**config.mk**
```make
export PLATFORM = sky130hd
export DESIGN_NAME = led_blink_encoder
export DESIGN_NICKNAME = d
export VERILOG_FILES = /design/src/rtl/led_blink_encoder.sv
export SDC_FILE = /design/constraint.sdc
export NUM_CORES = 1
export LEC_CHECK = 0
export CORE_ASPECT_RATIO = 0.8
export CORE_MARGIN = 8
export CORE_UTILIZATION = 30
export CTS_CLUSTER_DIAMETER = 100
export CTS_CLUSTER_SIZE = 8
export DETAILED_ROUTE_END_ITERATION = 16
export HOLD_SLACK_MARGIN = 0.1
export SLEW_MARGIN = 20
export SYNTH_ARGS = -nofsm -noshare
export SYNTH_HDL_FRONTEND = slang
export SYNTH_SLANG_ARGS = --single-unit
```
**constraint.sdc**
```tcl
create_clock -name clk -period 3.5 [get_ports clk]
set_clock_uncertainty 0.05 [all_clocks]
set_input_delay 0.875 -clock clk [delete_from_list [all_inputs] [get_ports clk]]
set_output_delay 0.875 -clock clk [all_outputs]
set_load 0.01 [all_outputs]
```
**src/rtl/led_blink_encoder.sv**
```systemverilog
// Purpose : serialises a WIDTH-bit word onto one LED, MSB first; a 1 bit is a long
//           flash, a 0 bit a short flash, separated by gaps and closed by a frame gap.
// Latency : led lights on the cycle after the valid/ready handshake; done pulses in the
//           first idle cycle after the frame gap.
// Backpressure: ready is high only while idle; valid during a frame is ignored (no queue).
//
// Ports:
//   clk    - single clock, rising edge
//   rst_n  - synchronous active-low reset
//   data   - WIDTH-bit value, sampled only at the handshake
//   valid  - frame offered
//   ready  - block idle and able to accept a frame
//   led    - registered LED drive, 1 = lit
//   busy   - frame in progress (~ready)
//   done   - one-cycle pulse at frame completion
module led_blink_encoder #(
    parameter int WIDTH            = 4,
    parameter int SHORT_CYCLES     = 2,
    parameter int LONG_CYCLES      = 6,
    parameter int GAP_CYCLES       = 3,
    parameter int FRAME_GAP_CYCLES = 10
) (
    input  logic             clk,
    input  logic             rst_n,
    input  logic [WIDTH-1:0] data,
    input  logic             valid,
    output logic             ready,
    output logic             led,
    output logic             busy,
    output logic             done
);

    // Counter must hold the longest phase length without wrapping.
    localparam int MAX_A   = (LONG_CYCLES > SHORT_CYCLES) ? LONG_CYCLES : SHORT_CYCLES;
    localparam int MAX_B   = (FRAME_GAP_CYCLES > GAP_CYCLES) ? FRAME_GAP_CYCLES : GAP_CYCLES;
    localparam int MAX_LEN = (MAX_A > MAX_B) ? MAX_A : MAX_B;
    localparam int CNT_W   = $clog2(MAX_LEN + 1);
    localparam int IDX_W   = (WIDTH > 1) ? $clog2(WIDTH) : 1;

    // Counter reload values: a phase of N cycles counts N-1 down to 0.
    localparam logic [CNT_W-1:0] SHORT_LD = CNT_W'(SHORT_CYCLES - 1);
    localparam logic [CNT_W-1:0] LONG_LD  = CNT_W'(LONG_CYCLES - 1);
    localparam logic [CNT_W-1:0] GAP_LD   = CNT_W'(GAP_CYCLES - 1);
    localparam logic [CNT_W-1:0] FGAP_LD  = CNT_W'(FRAME_GAP_CYCLES - 1);

    typedef enum logic [1:0] {
        S_IDLE = 2'd0,
        S_ON   = 2'd1,
        S_GAP  = 2'd2,
        S_FGAP = 2'd3
    } state_t;

    state_t             r_state;
    state_t             w_state_nxt;
    logic [CNT_W-1:0]   r_cnt;
    logic [CNT_W-1:0]   w_cnt_nxt;
    logic [WIDTH-1:0]   r_shift;
    logic [WIDTH-1:0]   w_shift_nxt;
    logic [IDX_W-1:0]   r_idx;
    logic [IDX_W-1:0]   w_idx_nxt;
    logic               r_led;
    logic               w_led_nxt;
    logic               r_done;
    logic               w_done_nxt;

    always_ff @(posedge clk) begin
        if (!rst_n) begin
            r_state <= S_IDLE;
            r_cnt   <= '0;
            r_shift <= '0;
            r_idx   <= '0;
            r_led   <= 1'b0;
            r_done  <= 1'b0;
        end else begin
            r_state <= w_state_nxt;
            r_cnt   <= w_cnt_nxt;
            r_shift <= w_shift_nxt;
            r_idx   <= w_idx_nxt;
            r_led   <= w_led_nxt;
            r_done  <= w_done_nxt;
        end
    end

    always_comb begin
        w_state_nxt = r_state;
        w_cnt_nxt   = r_cnt;
        w_shift_nxt = r_shift;
        w_idx_nxt   = r_idx;
        w_done_nxt  = 1'b0;

        case (r_state)
            S_IDLE: begin
                // ready is implied by being in IDLE, so valid alone is the handshake.
                if (valid) begin
                    w_state_nxt = S_ON;
                    w_shift_nxt = data;
                    w_idx_nxt   = IDX_W'(WIDTH - 1);
                    w_cnt_nxt   = data[WIDTH-1] ? LONG_LD : SHORT_LD;
                end
            end
            S_ON: begin
                if (r_cnt == '0) begin
                    if (r_idx == '0) begin
                        // Last bit goes straight to the frame gap, no inter-bit gap.
                        w_state_nxt = S_FGAP;
                        w_cnt_nxt   = FGAP_LD;
                    end else begin
                        // Shift now so the MSB holds the next bit during the gap.
                        w_state_nxt = S_GAP;
                        w_cnt_nxt   = GAP_LD;
                        w_shift_nxt = r_shift << 1;
                        w_idx_nxt   = r_idx - 1'b1;
                    end
                end else begin
                    w_cnt_nxt = r_cnt - 1'b1;
                end
            end
            S_GAP: begin
                if (r_cnt == '0) begin
                    w_state_nxt = S_ON;
                    w_cnt_nxt   = r_shift[WIDTH-1] ? LONG_LD : SHORT_LD;
                end else begin
                    w_cnt_nxt = r_cnt - 1'b1;
                end
            end
            S_FGAP: begin
                if (r_cnt == '0) begin
                    w_state_nxt = S_IDLE;
                    w_done_nxt  = 1'b1;
                end else begin
                    w_cnt_nxt = r_cnt - 1'b1;
                end
            end
            default: begin
                w_state_nxt = S_IDLE;
                w_cnt_nxt   = '0;
            end
        endcase

        // led is registered from the next state so it tracks ON with no extra delay.
        w_led_nxt = (w_state_nxt == S_ON);
    end

    assign ready = (r_state == S_IDLE);
    assign busy  = ~ready;
    assign led   = r_led;
    assign done  = r_done;

endmodule

```
==> results of run 1 <==
## sequential cells by signal, indices dropped and copies added, names as in the netlist
register / count
done: 1
r_cnt: 4
r_shift: 4
r_idx: 2
led: 1
r_state: 2
## metrics by stage
stage	instances	utilization [%]	area, um^2	setup slack (ns)	total power [uW]
after global routing	136	38.1	923	0.789	921
after detailed placement	132	36.6	887	1.17	738
after floorplan	91	-	763	1.52	627
after global placement	132	36.6	887	1.21	736
final	136	38.1	923	0.864	853
after CTS	136	38.1	923	0.857	855
## power by group through the flow
stage / clock network [uW] / logic, uW / registers (uW)
4_1_cts: 119 / 464 / 272
3_5_place_dp: 0 / 462 / 276
3_3_place_gp: 0 / 461 / 275
5_1_grt: 125 / 513 / 283
6_report: 115 / 464 / 273
2_1_floorplan: 0 / 370 / 258
## synth_stat cells (3+ instances only)
cell type  number  area, um^2
a211oi_1        6        45.0
nor3_1          4        20.0
clkbuf_1        3        11.3
nand2_1         4        15.0
nand3_1         3        15.0
inv_1          10        37.5
dfxtp_1        14         280
a21oi_1         5        25.0
nor2_1         12        45.0
mux2i_1         4        40.0
nand3b_1        3        22.5
ha_1            3        37.5
## area by class of cell
type | count | area [um^2] | area share (%)
tap | 36 | 45.0 | 4.88
clock buffer | 4 | 36.3 | 3.93
multi-input combinational | 62 | 424 | 45.9
inverter | 10 | 37.5 | 4.07
timing repair buffer | 10 | 100 | 10.8
sequential | 14 | 280 | 30.4
## final timing paths
path                   start          to  slack [ns]  cells after the start
setup reg to reg    r_cnt[0]  r_shift[3]        1.45                      6
hold / removal      r_idx[0]    r_idx[0]        0.42                      1
hold reg to reg     r_idx[0]    r_idx[0]        0.42                      1
setup / recovery  r_state[1]       ready        0.86                      3
## cell families after synthesis
family | count (synthesis) | synth area share (%)
AOI/OAI and AO/OA | 20 | 21.3
adders and majority gates | 3 | 4.92
buffers and inverters | 15 | 7.71
DFF | 14 | 36.7
muxes | 4 | 5.25
and+or+nand+nor | 35 | 24.1
## routing by layer
metal	track usage [%]	wire length (um)	part of all wire (%)	up-vias
li1	-	-	-	338
met2	11.3	671	41	18
met3	3.58	123	7.6	0
met1	10.3	829	51	285
met4	0.852	0	0	0
met5	0	0	0	-
==> results.sh, run 1 <==
export IMPL_cts_tree="done"
export IMPL_synthToLayoutAreaGrowth_pct=21.0
export IMPL_rsz0062_at_grt="false"
export IMPL_min_path_type="register to register"
export IMPL_via_per_inst=4.71
export IMPL_start_util_pct=31.5
export IMPL_synth_nets=101
export IMPL_yosysSeqAreaShare_pct=36.7
export IMPL_antenna_found_initial=0
export IMPL_post_route_period_util_pct=75.3
export IMPL_dp_hpwl_mm=1.24
export IMPL_cp_required_ns=2.57
export IMPL_final_cell_mix="14 x dfxtp_1, 12 x nor2_1, 10 x inv_1, 10 x clkdlybuf4s50_1, 6 x a211oi_1"
export IMPL_clkSlewWorstSetupHoldPaths_ns=0.09
export IMPL_path_buf_inv=2
export IMPL_row_count=16
export IMPL_drt_first_pass_iters=4
export IMPL_gp_congestion=0.849
export IMPL_top_level_ports=11
export IMPL_layout_nets=111
export IMPL_whs_ns=0.421
export IMPL_fmax_mhz=379
export IMPL_io_buffers=10
export IMPL_die_area_um2=4420
export IMPL_hold_violations=0
export IMPL_yosys_warnings=0
export IMPL_intPower_uw=496
export IMPL_grt_pass1_wl_mm=2.66
export IMPL_cts_inserted_buffers=3
export IMPL_syn_area_um2=763
export IMPL_worst_path_max_fanout=7
export IMPL_h_tree_depth=1
export IMPL_combPwrFrac_pct=54.4
export IMPL_synthCells=91
export IMPL_cp_end_kind="output port"
export IMPL_async_reset_ff_share_pct=0
export IMPL_wl_mm=1.62
export IMPL_num_vias=641
export IMPL_ys_seq_elements=14
export IMPL_die_y_um=61.1
export IMPL_setup_tns_ns=0
export IMPL_outcome="completed"
export IMPL_grt_max_degree=13
export IMPL_p_sw_share_pct=41.8
export IMPL_synthFlopType="dfxtp_1"
export IMPL_die_w_um=72.4
export IMPL_hold_buffers=0
export IMPL_ctsResizeCount=0
export IMPL_synth_edff_count=0
export IMPL_cts_path_max_buffers=2
export IMPL_ys_types=28
export IMPL_cp_slowest_cell="clkdlybuf4s50_1"
export IMPL_clock_sinks=14
export IMPL_fin_crit_ns=2.64
export IMPL_ir_drop_mv=0.288
export IMPL_antenna_diode_count=0
export IMPL_avgSynthCellArea_um2=8.39
export IMPL_slew_headroom_pct=68.9
export IMPL_ant_nets=0
export IMPL_setup_viol=0
export IMPL_wl_per_cell_um=11.9
export IMPL_n_fill_cell=241
export IMPL_overflow=0
export IMPL_power_switching_uw=357
export IMPL_grt_usage_pct=7.73
export IMPL_leakage_uw=0.000353
export IMPL_drive_above_1_share_pct=7.00
export IMPL_cpLargestDelayFamily="buffers and inverters"
export IMPL_post_cts_buffers=0
export IMPL_setup_worst_path_start_class="register"
export IMPL_clock_latency_ns=0.28
export IMPL_drcViolationCount=0
export IMPL_final_common_cell="dfxtp_1"
export IMPL_drt_iter0_markers=22
export IMPL_cp_data_arrival_time_ns=1.71
export IMPL_finalMaxSlewViolations=0
export IMPL_clkPwrFrac_pct=13.5
export IMPL_coreArea_um2=2420
export IMPL_crit_path_max_incr_delay_ns=0.54
export IMPL_tightest_slew_ns=0.467
export IMPL_cts_root_buf="clkbuf_4"
export IMPL_seq_power_share_pct=32.1
export IMPL_cp_cell_sequence="or2_2 > inv_1 > clkdlybuf4s50_1"
export IMPL_p_per_area_nw_per_um2=924
export IMPL_grt_pass1_vias=551
export IMPL_drv_cap=0
export IMPL_worstSetupPathType="register to output port"
(Power assumes the default switching activity.)
==> run 2, diff against run 1 <==
Clock period 3.5 ns to 2.2 ns, I/O delays scaled along.
==> run 2 against run 1 <==
Cell area is 3.3% higher; power up 68%; sequential power rose by 60%; sequential cell count stayed put; setup slack worse by 0.76 ns; non-clock buffer count grew 2; utilization increased by 1.2 points; critical path type unchanged; critical endpoint is now busy; largest cell class unchanged.
==> results.sh, run 2 (synthesis gave the netlist of run 1 again) <==
export IMPL_cp_end_kind="output port"
export IMPL_drive_above_1_share_pct=9.80
export IMPL_rsz0062_at_grt="false"
export IMPL_via_per_inst=4.78
export IMPL_rr_endpoint="r_cnt[0]"
export IMPL_fmax_mhz=477
export IMPL_holdPathStages=1
export IMPL_finalMaxSlewViolations=0
export IMPL_overflow=0
export IMPL_final_cell_mix="13 x dfxtp_1, 12 x nor2_1, 10 x inv_1, 9 x clkdlybuf4s50_1, 6 x a211oi_1"
export IMPL_post_route_period_util_pct=95.3
export IMPL_drt_iter0_markers=19
export IMPL_wl_per_cell_um=12.2
export IMPL_dpl_cell_area_um2=895
export IMPL_p_sw_share_pct=41.0
export IMPL_leakage_uw=0.000367
export IMPL_drv_cap=0
export IMPL_combPwrFrac_pct=56.1
export IMPL_cp_data_arrival_time_ns=1.50
export IMPL_cts_tree="done"
export IMPL_slew_headroom_pct=69.0
export IMPL_largest_registers="r_cnt (4), r_shift (4)"
export IMPL_gp_congestion=0.877
export IMPL_cpLargestDelayFamily="buffers and inverters"
export IMPL_fin_crit_ns=2.10
export IMPL_cts_inserted_buffers=3
export IMPL_cts_root_buf="clkbuf_4"
export IMPL_p_per_area_nw_per_um2=1500
export IMPL_regToRegSetupSlack_ns=0.22
export IMPL_n_fill_cell=247
export IMPL_seq_power_share_pct=30.5
export IMPL_ir_drop_mv=0.492
export IMPL_die_w_um=72.4
export IMPL_intPower_uw=845
export IMPL_worstHoldEndpoint="r_idx[0]"
export IMPL_outcome="completed"
export IMPL_die_y_um=61.1
export IMPL_grt_usage_pct=8.29
export IMPL_cts_path_max_buffers=2
export IMPL_tightest_slew_ns=0.465
export IMPL_ant_nets=0
export IMPL_row_count=16
export IMPL_clkPwrFrac_pct=13.4
export IMPL_grt_pass1_vias=655
export IMPL_drt_first_pass_iters=4
export IMPL_min_path_type="register to register"
export IMPL_grt_max_degree=13
export IMPL_die_area_um2=4420
export IMPL_coreArea_um2=2420
export IMPL_wl_mm=1.68
export IMPL_final_common_cell="dfxtp_1"
export IMPL_layout_nets=113
export IMPL_fin_util_pct=39.4
export IMPL_clock_latency_ns=0.28
export IMPL_grt_pass1_wl_mm=2.86
export IMPL_r2r_start="r_cnt[0]"
export IMPL_worstRegToRegCells=7
export IMPL_hp_start="r_idx[0]"
export IMPL_finalInstanceArea_um2=953
export IMPL_antenna_found_initial=0
export IMPL_start_util_pct=31.5
export IMPL_dp_hpwl_mm=1.24
export IMPL_io_buffers=10
export IMPL_drcViolationCount=0
export IMPL_cp_cell_sequence="or2_4 > clkdlybuf4s50_1"
export IMPL_setup_viol=0
export IMPL_synthToLayoutAreaGrowth_pct=24.9
export IMPL_crit_path_max_incr_delay_ns=0.55
export IMPL_path_buf_inv=1
export IMPL_setup_tns_ns=0
export IMPL_cp_required_ns=1.60
export IMPL_power_switching_uw=587
export IMPL_num_vias=660
export IMPL_setup_worst_path_start_class="register"
export IMPL_top_level_ports=11
export IMPL_clkSlewWorstSetupHoldPaths_ns=0.09
export IMPL_clock_sinks=14
export IMPL_h_tree_depth=1
export IMPL_hold_violations=0
export IMPL_whs_ns=0.417
export IMPL_worstSetupPathType="register to output port"
export IMPL_cp_slowest_cell="clkdlybuf4s50_1"
export IMPL_worst_path_max_fanout=7
export IMPL_antenna_diode_count=0
-- run 2: cell types whose count changed in the layout (fill, tap and decap cells not counted), sizes merged --
cell and delta:
dlygate4sd2 +1, clkdlybuf4s50 -1, buf +2
-- run 2: worst max-delay path by stage --
stage / start / to / slack (ns) / cells past startpoint
floorplan: r_cnt[0] / r_cnt[0] / 0.45 / 7
global placement: r_cnt[0] / r_shift[1] / 0.21 / 6
detailed placement: r_state[1] / ready / 0.20 / 3
CTS: r_state[0] / busy / 0.07 / 2
global route: r_state[1] / busy / 0.02 / 2
finish: r_state[1] / busy / 0.10 / 2
-- run 2: through the flow --
stage	worst slack, ns	std cells	power, uW
detailed placement	0.202	133	1200
global route	0.0193	138	1560
CTS	0.0740	137	1390
global placement	0.211	133	1190
finish	0.104	138	1430
floorplan	0.452	91	998
-- run 2: repair_timing --
| item | 4_1_cts | 5_1_grt |
|---|---|---|
| buffers inserted | 0 | 1 |
| setup endpoints to repair | 1 | 2 |
| hold buffers | 0 | 0 |
| resized for setup | 2 | 1 |
| pin swaps | 0 | 1 |
-- run 2: power by group through the flow --
stage	clock network (uW)	logic (uW)	registers (uW)
global placement	0	758	435
CTS	198	763	433
finish	193	803	437
global route	213	894	451
floorplan	0	588	410
detailed placement	0	759	437
-- run 2: worst reg2reg max path, stage by stage (launching register included) --
cell      delay, ns
dfxtp_1        0.34
inv_1          0.08
ha_1           0.25
or3b_4         0.46
buf_4          0.18
nor3_1         0.31
inv_1          0.09
o2111a_1       0.12
-- run 2: final cells by class --
cell class	count	area, um^2	area share (%)
multi-input cells	62	427	44.8
inverters	10	37.5	3.94
repair buffers	12	126	13.3
flip-flops and latches	14	282	29.5
clock buffers	4	36.3	3.81
well taps	36	45.0	4.72
-- run 2: metal layers --
| metal | GRT usage, % | share of wire, % |
|---|---|---|
| met5 | 0 | 0 |
| met3 | 3.58 | 4.8 |
| met1 | 10.5 | 52 |
| met4 | 2.56 | 0.24 |
| met2 | 12.5 | 43 |
==> run 3, diff against run 2 <==
Settings changed: SKIP_CTS_REPAIR_TIMING set to 1.
==> run 3 against run 2 <==
Cell count stayed put; critical path type unchanged; die area unchanged; cell area rose by 0.52%; clock power about the same; worst hold slack better by 0.0035 ns; clock-buffer cell count unchanged; wire length is 0.18% higher; setup slack improved by 0.062 ns; sequential share of layout area is essentially flat; largest cell class unchanged; sequential power about the same.
==> results.sh, run 3 (synthesis gave the netlist of run 1 again) <==
export IMPL_outcome="completed"
export IMPL_routed_top_layer="met4"
export IMPL_cp_slowest_cell="clkdlybuf4s50_1"
export IMPL_grt_max_degree=13
export IMPL_finalMaxSlewViolations=0
export IMPL_place_ws_ns=0.202
export IMPL_clock_sinks=14
export IMPL_grt_pass1_wl_mm=2.84
export IMPL_io_buffers=10
export IMPL_largest_registers="r_cnt (4), r_shift (4)"
export IMPL_n_fill_cell=245
export IMPL_finalInstanceArea_um2=958
export IMPL_gp_congestion=0.877
export IMPL_worst_slack_ns=0.166
export IMPL_h_tree_depth=1
export IMPL_wl_mm=1.69
export IMPL_stdcell_count=138
export IMPL_dp_hpwl_mm=1.24
export IMPL_min_path_type="register to register"
export IMPL_synthToLayoutAreaGrowth_pct=25.6
export IMPL_rsz0062_at_grt="false"
export IMPL_tightest_slew_ns=0.463
export IMPL_coreArea_um2=2420
export IMPL_cp_cell_sequence="or2_4 > clkdlybuf4s50_1"
export IMPL_clkSlewWorstSetupHoldPaths_ns=0.09
export IMPL_cp_data_arrival_time_ns=1.43
export IMPL_wl_met2_um=733
export IMPL_dp_cells=133
export IMPL_drt_first_pass_iters=4
export IMPL_overflow=0
export IMPL_wl_met1_um=871
export IMPL_drcViolationCount=0
export IMPL_setup_tns_ns=0
export IMPL_final_cell_mix="12 x nor2_1, 12 x dfxtp_1, 10 x inv_1, 9 x clkdlybuf4s50_1, 6 x a211oi_1"
export IMPL_routed_wl_met3_um=77
export IMPL_clock_latency_ns=0.28
export IMPL_cts_tree="done"
export IMPL_cts_root_buf="clkbuf_4"
export IMPL_drive_above_1_share_pct=10.8
export IMPL_top_level_ports=11
export IMPL_worstSetupPathType="register to output port"
export IMPL_path_buf_inv=1
export IMPL_drt_iter0_markers=24
export IMPL_p_per_area_nw_per_um2=1500
export IMPL_crit_path_max_incr_delay_ns=0.49
export IMPL_dpl_cell_area_um2=895
export IMPL_setup_worst_path_start_class="register"
export IMPL_antenna_found_initial=0
export IMPL_post_route_period_util_pct=92.4
export IMPL_layout_nets=113
export IMPL_wl_per_cell_um=12.2
export IMPL_via_per_inst=4.80
export IMPL_die_area_um2=4420
export IMPL_worst_path_max_fanout=7
export IMPL_grt_usage_pct=8.22
export IMPL_num_vias=663
export IMPL_ir_drop_mv=0.523
export IMPL_row_count=16
export IMPL_slew_headroom_pct=69.1
export IMPL_cts_inserted_buffers=3
export IMPL_start_util_pct=31.5
export IMPL_ant_nets=0
export IMPL_die_w_um=72.4
export IMPL_grt_pass1_vias=649
export IMPL_die_y_um=61.1
export IMPL_cp_end_kind="output port"
export IMPL_setup_viol=0
export IMPL_cts_path_max_buffers=2
export IMPL_hold_violations=0
export IMPL_cp_required_ns=1.60
export IMPL_antenna_diode_count=0
export IMPL_leakage_uw=0.000373
export IMPL_drv_cap=0
export IMPL_cpLargestDelayFamily="buffers and inverters"
export IMPL_fin_crit_ns=2.03
export IMPL_fmax_mhz=492
[run 3: through the flow]
stage,power [uW],hold WS [ns],util (%)
floorplan,998,0.387,-
global placement,1190,0.403,36.9
detailed placement,1200,0.401,36.9
CTS,1390,0.418,38.4
global route,1560,0.474,39.6
finish,1440,0.421,39.6
[run 3: path summary, 6_finish.rpt]
check / start / to / slack [ns] / cells after the start
worst max register to register: r_cnt[0] / r_cnt[0] / 0.22 / 7
worst min-delay path: r_idx[0] / r_idx[0] / 0.42 / 1
worst max-delay path: r_state[1] / busy / 0.17 / 2
worst min register to register: r_idx[0] / r_idx[0] / 0.42 / 1
[run 3: power breakdown]
| group | total (uW) | switching [uW] | internal, uW |
|---|---|---|---|
| clock | 192 | 91.6 | 101 |
| combinational | 808 | 410 | 398 |
| sequential | 440 | 86.4 | 353 |
| total | 1440 | 588 | 852 |
[run 3: cell type report]
| class | count | area, um^2 | share of cell area [%] |
|---|---|---|---|
| Sequential cell | 14 | 283 | 29.5 |
| Timing Repair Buffer | 12 | 130 | 13.6 |
| Tap cell | 36 | 45.0 | 4.70 |
| Inverter | 10 | 37.5 | 3.92 |
| Multi-Input combinational cell | 62 | 427 | 44.5 |
| Clock buffer | 4 | 36.3 | 3.79 |
[run 3: per-layer routing]
metal,vias to the layer above,global-route usage (%)
met3,2,3.58
met4,0,2.56
met5,-,0
li1,339,-
met1,308,10.5
met2,14,12.2
